[config.mk]
export PLATFORM = sky130hd
export DESIGN_NAME = hazard_controller
export DESIGN_NICKNAME = d
export VERILOG_FILES = /design/src/rtl/hazard_controller.sv
export SDC_FILE = /design/constraint.sdc
export NUM_CORES = 1
export LEC_CHECK = 0
export CAP_MARGIN = 15
export CORE_AREA = 5 5 42 44
export DETAILED_ROUTE_END_ITERATION = 12
export DIE_AREA = 0 0 47 49
export DONT_BUFFER_PORTS = 1
export PLACE_DENSITY = 0.66
export SYNTH_ARGS = -nofsm -noshare
export SYNTH_HDL_FRONTEND = slang
export SYNTH_SLANG_ARGS = --single-unit
[constraint.sdc]
create_clock -name Clk -period 2.6 [get_ports Clk]
set_input_delay 0.39 -clock Clk [delete_from_list [all_inputs] [get_ports Clk]]
set_output_delay 0.39 -clock Clk [all_outputs]
set_load 0.02 [all_outputs]
[src/rtl/hazard_controller.sv]
// Pipeline hazard controller: load-use stall, taken-branch flush, multi-cycle mul and data-memory wait.
// Optional perf counters (StallCycles, FlushCount) are built when HAZ_PERF_CNT_EN is defined.
module hazard_controller #(
  parameter int unsigned MUL_LAT = 3
) (
  input  logic       Clk,
  input  logic       Rst,
  input  logic [5:0] ID_opcode,
  input  logic [4:0] ID_rs,
  input  logic [4:0] ID_rt,
  input  logic       EX_MemRead,
  input  logic [4:0] EX_rDestSelected,
  input  logic       EX_BranchTaken,
  input  logic       MEM_MemRead,
  input  logic       MEM_MemWrite,
  input  logic       DMemReady,
  output logic       PCWrite,
  output logic       IFID_Write,
  output logic       IDEX_Write,
  output logic       IFID_Flush,
  output logic       IDEX_Flush,
  output logic       EXMEM_Bubble,
  output logic       BackEndHold,
  output logic [1:0] State
`ifdef HAZ_PERF_CNT_EN
  ,
  output logic [15:0] StallCycles,
  output logic [7:0]  FlushCount
`endif
);

  typedef enum logic [1:0] {
    RUN      = 2'd0,
    MUL_BUSY = 2'd1,
    MEM_WAIT = 2'd2
  } state_t;

  localparam logic [5:0] OP_RTYPE = 6'b000000;
  localparam logic [5:0] OP_MUL   = 6'b011100;
  localparam logic [5:0] OP_SW    = 6'b101011;
  localparam logic [5:0] OP_BEQ   = 6'b000100;
  localparam logic [5:0] OP_BNE   = 6'b000101;
  localparam logic [3:0] MUL_INIT = 4'(MUL_LAT - 1);

  state_t     state_q;
  state_t     state_d;
  logic [3:0] mul_cnt;
  logic [3:0] mul_cnt_d;

  logic   mem_stall;
  logic   rt_used;
  logic   load_use;
  logic   wait_hold;
  state_t eval_state;
  logic   eval_stall;
  logic   branch_flush;

  assign mem_stall = (MEM_MemRead | MEM_MemWrite) & ~DMemReady;

  // Only these formats actually read rt as a source operand.
  assign rt_used = (ID_opcode == OP_RTYPE) || (ID_opcode == OP_MUL) ||
                   (ID_opcode == OP_SW)    || (ID_opcode == OP_BEQ) ||
                   (ID_opcode == OP_BNE);

  assign load_use = EX_MemRead && (EX_rDestSelected != 5'd0) &&
                    ((EX_rDestSelected == ID_rs) ||
                     (rt_used && (EX_rDestSelected == ID_rt)));

  // A completed memory wait resumes as whichever state it interrupted.
  always_comb begin
    wait_hold  = 1'b0;
    eval_state = RUN;
    eval_stall = mem_stall;
    case (state_q)
      MUL_BUSY: eval_state = MUL_BUSY;
      MEM_WAIT: begin
        wait_hold  = ~DMemReady;
        eval_state = (mul_cnt != 4'd0) ? MUL_BUSY : RUN;
        eval_stall = 1'b0;
      end
      default: eval_state = RUN;
    endcase
  end

  always_comb begin
    PCWrite      = 1'b0;
    IFID_Write   = 1'b0;
    IDEX_Write   = 1'b0;
    IFID_Flush   = 1'b0;
    IDEX_Flush   = 1'b0;
    EXMEM_Bubble = 1'b0;
    BackEndHold  = 1'b0;
    branch_flush = 1'b0;
    state_d      = state_q;
    mul_cnt_d    = mul_cnt;

    if (Rst) begin
      IFID_Flush = 1'b1;
      IDEX_Flush = 1'b1;
      state_d    = RUN;
      mul_cnt_d  = 4'd0;
    end else if (wait_hold) begin
      BackEndHold = 1'b1;
      state_d     = MEM_WAIT;
    end else if (eval_state == MUL_BUSY) begin
      if (eval_stall) begin
        BackEndHold = 1'b1;
        state_d     = MEM_WAIT;
      end else begin
        EXMEM_Bubble = 1'b1;
        mul_cnt_d    = mul_cnt - 4'd1;
        state_d      = (mul_cnt == 4'd1) ? RUN : MUL_BUSY;
      end
    end else if (eval_stall) begin
      BackEndHold = 1'b1;
      state_d     = MEM_WAIT;
    end else if (EX_BranchTaken) begin
      PCWrite      = 1'b1;
      IFID_Write   = 1'b1;
      IDEX_Write   = 1'b1;
      IFID_Flush   = 1'b1;
      IDEX_Flush   = 1'b1;
      branch_flush = 1'b1;
      state_d      = RUN;
    end else if (load_use) begin
      IDEX_Write = 1'b1;
      IDEX_Flush = 1'b1;
      state_d    = RUN;
    end else begin
      PCWrite    = 1'b1;
      IFID_Write = 1'b1;
      IDEX_Write = 1'b1;
      state_d    = RUN;
      if ((ID_opcode == OP_MUL) && (MUL_LAT > 1)) begin
        mul_cnt_d = MUL_INIT;
        state_d   = MUL_BUSY;
      end
    end
  end

  always_ff @(posedge Clk) begin
    if (Rst) begin
      state_q <= RUN;
      mul_cnt <= 4'd0;
    end else begin
      state_q <= state_d;
      mul_cnt <= mul_cnt_d;
    end
  end

  assign State = state_q;

`ifdef HAZ_PERF_CNT_EN
  function automatic logic [15:0] sat_inc16(input logic [15:0] v);
    return (v == 16'hFFFF) ? v : v + 16'd1;
  endfunction

  function automatic logic [7:0] sat_inc8(input logic [7:0] v);
    return (v == 8'hFF) ? v : v + 8'd1;
  endfunction

  always_ff @(posedge Clk) begin
    if (Rst) begin
      StallCycles <= 16'd0;
      FlushCount  <= 8'd0;
    end else begin
      if (!PCWrite) StallCycles <= sat_inc16(StallCycles);
      if (branch_flush) FlushCount <= sat_inc8(FlushCount);
    end
  end
`endif

endmodule
==> results_tabular.tex, run 1 <==
\begin{tabular}{lr}
\hline
Metric & Value \\
\hline
\multicolumn{2}{l}{\textbf{Run status}} \\
Status & completed \\
\multicolumn{2}{l}{\textbf{Hold path}} \\
HP Start & Rst \\
Worst Hold Path Cells & 1 \\
End point of the worst hold path & State[0] \\
Worst Hold Class & in2reg \\
\multicolumn{2}{l}{\textbf{Placement}} \\
Worst Setup Slack post-DPL & 0.3013 ns \\
Final estimated routing congestion in global placement & 0.7585 \\
Detail Placement HPWL & 1379 um \\
Placed standard-cell area & 754.5 um2 \\
Number of I/O port buffers & 0 \\
\multicolumn{2}{l}{\textbf{Yosys}} \\
Synth Area in Compound Gates & 0.2705 \\
Yosys top cell by area & sky130\_fd\_sc\_hd\_\_dfxtp\_1 \\
Synth top cells by count & sky130\_fd\_sc\_hd\_\_xnor2\_1 (10), sky130\_fd\_sc\_hd\_\_nor2\_1 (9), sky130\_fd\_sc\_hd\_\_dfxtp\_1 (6), sky130\_fd\_sc\_hd\_\_inv\_1 (6), sky130\_fd\_sc\_hd\_\_nor3\_1 (6) \\
FF+latch count, synth & 6 \\
Count leader, synth & sky130\_fd\_sc\_hd\_\_xnor2\_1 \\
Post-synth ARST share & 0 \\
Synthesized-area fraction occupied by adder cells & 0.08897 \\
Ys Warns & 0 \\
Cell types with the largest area share after synthesis & sky130\_fd\_sc\_hd\_\_dfxtp\_1 (17\%), sky130\_fd\_sc\_hd\_\_xnor2\_1 (12\%), sky130\_fd\_sc\_hd\_\_ha\_1 (8.9\%), sky130\_fd\_sc\_hd\_\_nor2\_1 (4.8\%), sky130\_fd\_sc\_hd\_\_nor3\_1 (4.3\%) \\
Unique cell type count in the Yosys netlist & 36 \\
Area share of the largest cell type after synthesis & 0.1708 \\
Cells after synthesis & 84 \\
Number of synthesized flops with an enable pin & 0 \\
Share of synthesized cell area in and, or, nand and nor gates & 0.2722 \\
Per-instance average area after synthesis & 8.371 um2 \\
Dominant combinational cell family by area after synthesis & simple AND/OR/NAND/NOR gates \\
Mux cell area share after synthesis & 0 \\
Xor/xnor cell area share of the yosys netlist & 0.1495 \\
Sequential element share of the synthesized area & 0.1708 \\
Post-Synthesis Net Count & 117 \\
Main flop type after synthesis & sky130\_fd\_sc\_hd\_\_dfxtp\_1 \\
Synthesized cell area & 703.2 um2 \\
\multicolumn{2}{l}{\textbf{Worst setup path}} \\
Cell with the biggest individual delay on the critical path & sky130\_fd\_sc\_hd\_\_or3\_4 \\
Worst EP required & 2.21 ns \\
Signal arrival time at the worst endpoint & 2.09 ns \\
Origin of the critical flop-to-flop path & State[0] \\
Worst reg-to-reg path cell count & 7 \\
Flop-to-flop setup slack & 0.59 ns \\
Nature of the critical path startpoint & flip-flop \\
Category of the worst setup path capture point & output pin \\
Critical path's largest stage delay & 0.42 ns \\
Crit path max fanout & 3 \\
Capturing point of the worst reg2reg path & mul\_cnt[3] \\
Worst setup path category & reg2out \\
Cell breakdown of the critical path & inv\_1, ha\_1, or3\_4, a21oi\_1, and2\_1, o31a\_1, buf\_12 \\
\multicolumn{2}{l}{\textbf{Layout}} \\
Final net count & 124 \\
Count of inserted antenna diode cells & 0 \\
Fraction of layout instances using a drive strength above 1 & 0.2360 \\
Post-route standard cell area excluding fillers & 792.0 um2 \\
Layout-stage area growth over the synthesis result & 12.63\% \\
\multicolumn{2}{l}{\textbf{Routing}} \\
Remaining antenna violation count & 0 \\
Final wirelength & 1580 um \\
Number of design-rule violations left by the first detailed-router iteration & 4 \\
Routed wire length per instance & 15.05 um \\
Count of vias placed by the detailed router & 636 \\
Number of vias per cell after detailed routing & 6.057 \\
Iteration count of the initial detailed-routing pass & 2 \\
Post-route DRC violation count & 0 \\
\multicolumn{2}{l}{\textbf{Clock tree}} \\
Clock Latency Late Sink & 0.24 ns \\
TritonCTS sink count & 6 \\
CTS buffer count & 3 \\
Cts hold-fix bufs & 0 \\
Clock root buffer & sky130\_fd\_sc\_hd\_\_clkbuf\_4 \\
H-tree depth & 1 \\
TritonCTS clock tree & built \\
Maximum clock insertion buffer count & 2 \\
Clock-pin slew on the worst setup and hold paths & 0.04 ns \\
\multicolumn{2}{l}{\textbf{Timing}} \\
RSZ-0062 raised after global routing & no \\
Max-slew headroom at the worst pin & 0.6859 \\
Fin worst setup slack & 0.1174 ns \\
Aggregate negative setup slack & 0 ns \\
Transition time at the pin with the least slew margin & 0.4702 ns \\
Final setup vio count & 0 \\
Final period utilization & 0.9548 \\
Count of final max-slew check failures & 0 \\
Total count of hold-check failures in the final report & 0 \\
Worst clock skew & 0.0002390 ns \\
Achievable clock frequency & 402.8 MHz \\
Fin crit period & 2.483 ns \\
\multicolumn{2}{l}{\textbf{GRT}} \\
Vias in the first global route & 638 \\
Remaining global-route overflow & 0 \\
Antenna violations before repair & 0 \\
GR Util All Layers & 0.1519 \\
Largest net degree at the start of global routing & 11 \\
Global-route wire length before repair & 2608 um \\
\multicolumn{2}{l}{\textbf{Floorplan}} \\
Die Outline Area & 0.002303 mm2 \\
Rows & 14 \\
Number of placed I/O pins & 37 \\
Area of the core & 0.001401 mm2 \\
Horiz. Die Dim & 47 um \\
Starting density of the core & 0.5018 \\
Height of the die & 49 um \\
\multicolumn{2}{l}{\textbf{Power}} \\
Pwr per Cell Area & 307.5 mW/mm2 \\
Reported leakage power & 0.2796 nW \\
Worst IR drop on VDD & 0.0001512 V \\
\multicolumn{2}{l}{\textbf{Job}} \\
MaxCap Viol Count & 0 \\
\hline
\end{tabular}
==> stage by stage <==
step	total power [mW]	std cells	hold WS, ns	util
after floorplan	0.1476	84	0.5148	-
after CTS	0.2476	105	0.1960	0.5545
after global routing	0.2566	105	0.1910	0.5652
after detailed placement	0.1583	102	0.4602	0.5384
final	0.2436	105	0.1985	0.5652
after global placement	0.1572	102	0.4611	0.5384
==> power by group <==
| part | total, mW | internal, mW | switching (mW) |
|---|---|---|---|
| Sequential | 0.0957 | 0.0936 | 0.00209 |
| Clock | 0.0864 | 0.0522 | 0.0342 |
| Combinational | 0.0614 | 0.0302 | 0.0312 |
| Total | 0.244 | 0.176 | 0.0675 |
==> flip-flops by register name, indices dropped and copies added, names as in the netlist <==
register	flops
mul_cnt	4
State	2
==> worst max path at each step <==
stage,end,start,depth (start not counted)
global route,IFID_Write,State[0],7
floorplan,PCWrite,State[1],8
CTS,IFID_Write,State[1],8
detailed placement,IFID_Write,State[0],7
finish,PCWrite,State[0],7
global placement,IFID_Write,State[0],7
==> layer usage <==
layer  global-route usage  routed length, um  up-vias
li1                     -                  -      315
met1               0.1685                611      295
met2               0.2443                823       24
met3              0.05904                121        2
met4              0.06912                 24        0
met5                    0                  0        -
==> critical path: cells and delay by family, from the launching register on <==
family | cells | cell delay (ns)
AND/OR/NAND/NOR | 2 | 0.60
AO/OA/AOI/OAI | 2 | 0.42
flip-flops | 1 | 0.39
adder cells (fa/ha/maj) | 1 | 0.23
buffers and inverters | 2 | 0.20
==> cells by family after synthesis <==
family,count (synthesis)
compound gates,20
xor+xnor,12
fa+ha+maj,5
buf+inv,8
flops,6
simple gates,33
==> cell usage in the layout, fill, tap and decap left out, types with 2 or more instances in the layout <==
cell | synthesis | layout
sky130_fd_sc_hd__xnor2_1 | 10 | 10
sky130_fd_sc_hd__nor2_1 | 9 | 9
sky130_fd_sc_hd__inv_1 | 6 | 6
sky130_fd_sc_hd__nor3_1 | 6 | 6
sky130_fd_sc_hd__ha_1 | 5 | 5
sky130_fd_sc_hd__nand3_1 | 4 | 4
sky130_fd_sc_hd__nand2_1 | 4 | 4
sky130_fd_sc_hd__dfxtp_1 | 6 | 4
sky130_fd_sc_hd__clkbuf_4 | 0 | 3
sky130_fd_sc_hd__buf_4 | 1 | 3
sky130_fd_sc_hd__dfxtp_2 | 0 | 2
sky130_fd_sc_hd__a311oi_2 | 2 | 2
sky130_fd_sc_hd__xor2_1 | 2 | 2
sky130_fd_sc_hd__a21oi_1 | 2 | 2
sky130_fd_sc_hd__o21a_1 | 2 | 2
sky130_fd_sc_hd__nor4_1 | 2 | 2
==> what timing repair did <==
item                       in CTS  in global routing
setup endpoints to repair       0                  3
gates resized for setup         0                  4
setup buffers                   0                  0
==> area by class of cell <==
cell class	instances	area, um2
inverters	6	22.52
clock buffers	3	22.52
repair buffers	4	42.54
well taps	16	20.02
multi-input cells	70	561.8
flip-flops and latches	6	122.6
fillers	135	609.3
(Power assumes the default switching activity.)
==> run 2, diff against run 1 <==
--- a/config.mk
+++ b/config.mk
@@ -5,12 +5,14 @@
 export SDC_FILE = /design/constraint.sdc
 export NUM_CORES = 1
 export LEC_CHECK = 0
+export ABC_CLOCK_PERIOD_IN_PS = 3080
 export CAP_MARGIN = 15
 export CORE_AREA = 5 5 42 44
 export DETAILED_ROUTE_END_ITERATION = 12
 export DIE_AREA = 0 0 47 49
 export DONT_BUFFER_PORTS = 1
 export PLACE_DENSITY = 0.66
+export SLEW_MARGIN = 25
 export SYNTH_ARGS = -nofsm -noshare
 export SYNTH_HDL_FRONTEND = slang
 export SYNTH_SLANG_ARGS = --single-unit
==> constraint.sdc (replaced) <==
create_clock -name Clk -period 3.08 [get_ports Clk]
set_input_delay 0.462 -clock Clk [delete_from_list [all_inputs] [get_ports Clk]]
set_output_delay 0.462 -clock Clk [all_outputs]
set_load 0.02 [all_outputs]
==> run 2 against run 1 <==
Against the previous run: routed wire length fell by 2.8%; register-to-register slack improved by 0.40 ns; clock skew grew 0.0012 ns; worst setup slack better by 0.034 ns; sequential share of layout area grew 0.87 points; global-route usage shrank 0.48 points; non-clock buffer count fell by 4; critical path type unchanged.
==> results_tabular.tex, run 2 (synthesized netlist as in run 1, its figures left out) <==
\begin{tabular}{lr}
\hline
Metric & Value \\
\hline
\multicolumn{2}{l}{\textbf{Power}} \\
Pwr per Cell Area & 271.9 mW/mm2 (was 307.5 mW/mm2) \\
Fraction of power spent switching nets & 0.2869 (was 0.2771) \\
Reported leakage power & 0.2488 nW (was 0.2796 nW) \\
Clock group share of total power & 0.376 (was 0.355) \\
Combinational group share of total power & 0.220 (was 0.252) \\
Worst IR drop on VDD & 0.00009898 V (was 0.0001512 V) \\
Cell-internal power & 0.1424 mW (was 0.1761 mW) \\
Power spent charging and discharging nets & 0.05729 mW (was 0.06750 mW) \\
Sequential group share of total power & 0.403 (was 0.393) \\
\multicolumn{2}{l}{\textbf{Clock tree}} \\
Clock-pin slew on the worst setup and hold paths & 0.05 ns (was 0.04 ns) \\
CTS buffer count & 3 (unchanged) \\
Clock Latency Late Sink & 0.25 ns (was 0.24 ns) \\
TritonCTS clock tree & built (unchanged) \\
H-tree depth & 1 (unchanged) \\
Maximum clock insertion buffer count & 2 (unchanged) \\
\# Post-CTS Setup Buffers & 0 (unchanged) \\
Clock root buffer & sky130\_fd\_sc\_hd\_\_clkbuf\_4 (unchanged) \\
Cts repair resizes & 0 (unchanged) \\
TritonCTS sink count & 6 (unchanged) \\
Cts hold-fix bufs & 0 (unchanged) \\
\multicolumn{2}{l}{\textbf{Timing}} \\
Fin worst setup slack & 0.1511 ns (was 0.1174 ns) \\
Final setup vio count & 0 (unchanged) \\
Worst clock skew & 0.001469 ns (was 0.0002390 ns) \\
Aggregate negative setup slack & 0 ns (unchanged) \\
Achievable clock frequency & 341.4 MHz \\
Fin crit period & 2.929 ns \\
RSZ-0062 raised after global routing & no (unchanged) \\
Total count of hold-check failures in the final report & 0 (unchanged) \\
Transition time at the pin with the least slew margin & 0.4514 ns (was 0.4702 ns) \\
Final period utilization & 0.9509 \\
Count of final max-slew check failures & 0 (unchanged) \\
Hold WS & 0.2728 ns (was 0.1985 ns) \\
Max-slew headroom at the worst pin & 0.6985 (was 0.6859) \\
\multicolumn{2}{l}{\textbf{Layout}} \\
Post-route standard cell area excluding fillers & 734.5 um2 (was 792.0 um2) \\
Max FFs per register & 4 (unchanged) \\
Fraction of layout instances using a drive strength above 1 & 0.1647 (was 0.2360) \\
Most frequent standard cell in the layout excluding fill and tap cells & sky130\_fd\_sc\_hd\_\_xnor2\_1 (unchanged) \\
Final net count & 120 (was 124) \\
Register ranked first by flip-flop count & mul\_cnt (unchanged) \\
Most frequent cells in the layout & sky130\_fd\_sc\_hd\_\_xnor2\_1 (10), sky130\_fd\_sc\_hd\_\_nor2\_1 (9), sky130\_fd\_sc\_hd\_\_dfxtp\_1 (6), sky130\_fd\_sc\_hd\_\_inv\_1 (6), sky130\_fd\_sc\_hd\_\_nor3\_1 (6) (was sky130\_fd\_sc\_hd\_\_xnor2\_1 (10), sky130\_fd\_sc\_hd\_\_nor2\_1 (9), sky130\_fd\_sc\_hd\_\_inv\_1 (6), sky130\_fd\_sc\_hd\_\_nor3\_1 (6), sky130\_fd\_sc\_hd\_\_ha\_1 (5)) \\
Number of cells in the finished layout apart from fillers & 101 (was 105) \\
Count of inserted antenna diode cells & 0 (unchanged) \\
Register Area & 120.1 um2 (was 122.6 um2) \\
Layout-stage area growth over the synthesis result & 4.448\% (was 12.63\%) \\
Area occupied by multi-input gates & 549.3 um2 (was 561.8 um2) \\
Number of fill cells in the layout & 151 (was 135) \\
\multicolumn{2}{l}{\textbf{Worst setup path}} \\
Nature of the critical path startpoint & flip-flop (unchanged) \\
Cell with the biggest individual delay on the critical path & sky130\_fd\_sc\_hd\_\_dfxtp\_1 (was sky130\_fd\_sc\_hd\_\_or3\_4) \\
Critical path's largest stage delay & 0.46 ns (was 0.42 ns) \\
Worst setup path category & reg2out (unchanged) \\
Kind of cell with the highest combined delay on the critical path & simple AND/OR/NAND/NOR gates (unchanged) \\
Worst EP required & 2.62 ns (was 2.21 ns) \\
Cell breakdown of the critical path & inv\_1, ha\_1, nor4b\_2, nor2\_1, a21oi\_1, and2\_1, o31a\_1 (was inv\_1, ha\_1, or3\_4, a21oi\_1, and2\_1, o31a\_1, buf\_12) \\
Critical path buffers and inverters & 1 (was 2) \\
Signal arrival time at the worst endpoint & 2.47 ns (was 2.09 ns) \\
Category of the worst setup path capture point & output pin (unchanged) \\
Crit path max fanout & 3 (unchanged) \\
\multicolumn{2}{l}{\textbf{Routing}} \\
Routed wire length per instance & 15.21 um (was 15.05 um) \\
Final wirelength & 1536 um (was 1580 um) \\
Iteration count of the initial detailed-routing pass & 3 (was 2) \\
Count of vias placed by the detailed router & 616 (was 636) \\
Number of vias per cell after detailed routing & 6.099 (was 6.057) \\
Post-route DRC violation count & 0 (unchanged) \\
Number of design-rule violations left by the first detailed-router iteration & 6 (was 4) \\
Remaining antenna violation count & 0 (unchanged) \\
\multicolumn{2}{l}{\textbf{Placement}} \\
Placed cell count & 98 (was 102) \\
Worst Setup Slack post-DPL & 0.4007 ns (was 0.3013 ns) \\
Detail Placement HPWL & 1341 um (was 1379 um) \\
Placed standard-cell area & 711.9 um2 (was 754.5 um2) \\
Number of I/O port buffers & 0 (unchanged) \\
Final estimated routing congestion in global placement & 0.7479 (was 0.7585) \\
\multicolumn{2}{l}{\textbf{GRT}} \\
Remaining global-route overflow & 0 (unchanged) \\
Antenna violations before repair & 0 (unchanged) \\
Global-route wire length before repair & 2504 um (was 2608 um) \\
Largest net degree at the start of global routing & 11 (unchanged) \\
GR Util All Layers & 0.1471 (was 0.1519) \\
Vias in the first global route & 621 (was 638) \\
\multicolumn{2}{l}{\textbf{Job}} \\
MaxCap Viol Count & 0 (unchanged) \\
\multicolumn{2}{l}{\textbf{Floorplan}} \\
Number of placed I/O pins & 37 (unchanged) \\
Die Outline Area & 0.002303 mm2 (unchanged) \\
Starting density of the core & 0.5018 (unchanged) \\
Rows & 14 (unchanged) \\
Height of the die & 49 um (unchanged) \\
Horiz. Die Dim & 47 um (unchanged) \\
Area of the core & 0.001401 mm2 (unchanged) \\
\multicolumn{2}{l}{\textbf{Hold path}} \\
Worst Hold Class & in2reg (unchanged) \\
\multicolumn{2}{l}{\textbf{Run status}} \\
Status & completed (unchanged) \\
\hline
\end{tabular}
==> run 2: cell count changes in the layout (fill, tap and decap cells not counted) <==
cell / before / now
sky130_fd_sc_hd__buf_4: 3 / 0
sky130_fd_sc_hd__dfxtp_1: 4 / 6
sky130_fd_sc_hd__dfxtp_2: 2 / 0
sky130_fd_sc_hd__buf_12: 1 / 0
sky130_fd_sc_hd__nor4b_2: 0 / 1
sky130_fd_sc_hd__nor4b_4: 1 / 0
sky130_fd_sc_hd__o21bai_1: 1 / 2
sky130_fd_sc_hd__o21bai_2: 1 / 0
==> run 2: worst paths after layout <==
check              from         end  slack (ns)  cells past startpoint
max reg2reg    State[0]  mul_cnt[3]        0.99                      7
min reg2reg  mul_cnt[1]  mul_cnt[1]        0.54                      2
min                 Rst    State[0]        0.27                      1
max            State[1]     PCWrite        0.15                      7
==> run 2: cell type report <==
type / instances / area share
Inverter: 6 / 0.03066
Clock buffer: 3 / 0.03066
Tap cell: 16 / 0.02726
Multi-Input combinational cell: 70 / 0.7479
Sequential cell: 6 / 0.1635
==> run 2: power groups by stage <==
stage	clock, mW	combinational (mW)	sequential, mW
after floorplan	0	0.0427	0.0819
after global placement	0	0.0436	0.0821
after detailed placement	0	0.0444	0.0821
after CTS	0.0790	0.0445	0.0806
after global routing	0.0870	0.0487	0.0804
final	0.0751	0.0440	0.0806
==> run 2: per-layer routing <==
layer	vias to the layer above	track usage	part of all wire
met5	-	0	0
met4	0	0.08295	0.016
met3	2	0.05904	0.073
met2	23	0.2195	0.49
met1	282	0.1711	0.42
li1	309	-	-
==> run 2: worst register-to-register path, delay by kind of cell, from the launching register on <==
kind	cells	cell delay, ns
AOI/OAI and AO/OA	4	0.79
DFF	1	0.46
adders and majority gates	1	0.23
and+or+nand+nor	1	0.42
buffers and inverters	1	0.07
==> run 2: per-stage QoR <==
step	power, mW	utilization
global placement	0.1257	0.5080
global route	0.2162	0.5241
detailed placement	0.1265	0.5080
CTS	0.2041	0.5241
floorplan	0.1246	-
finish	0.1997	0.5241
==> run 3, diff against run 2 <==
--- a/config.mk
+++ b/config.mk
@@ -6,7 +6,6 @@
 export NUM_CORES = 1
 export LEC_CHECK = 0
 export ABC_CLOCK_PERIOD_IN_PS = 3080
-export CAP_MARGIN = 15
 export CORE_AREA = 5 5 42 44
 export DETAILED_ROUTE_END_ITERATION = 12
 export DIE_AREA = 0 0 47 49
==> results of run 3 <==
The final DEF is identical to that of run 2; final timing and power are the same.
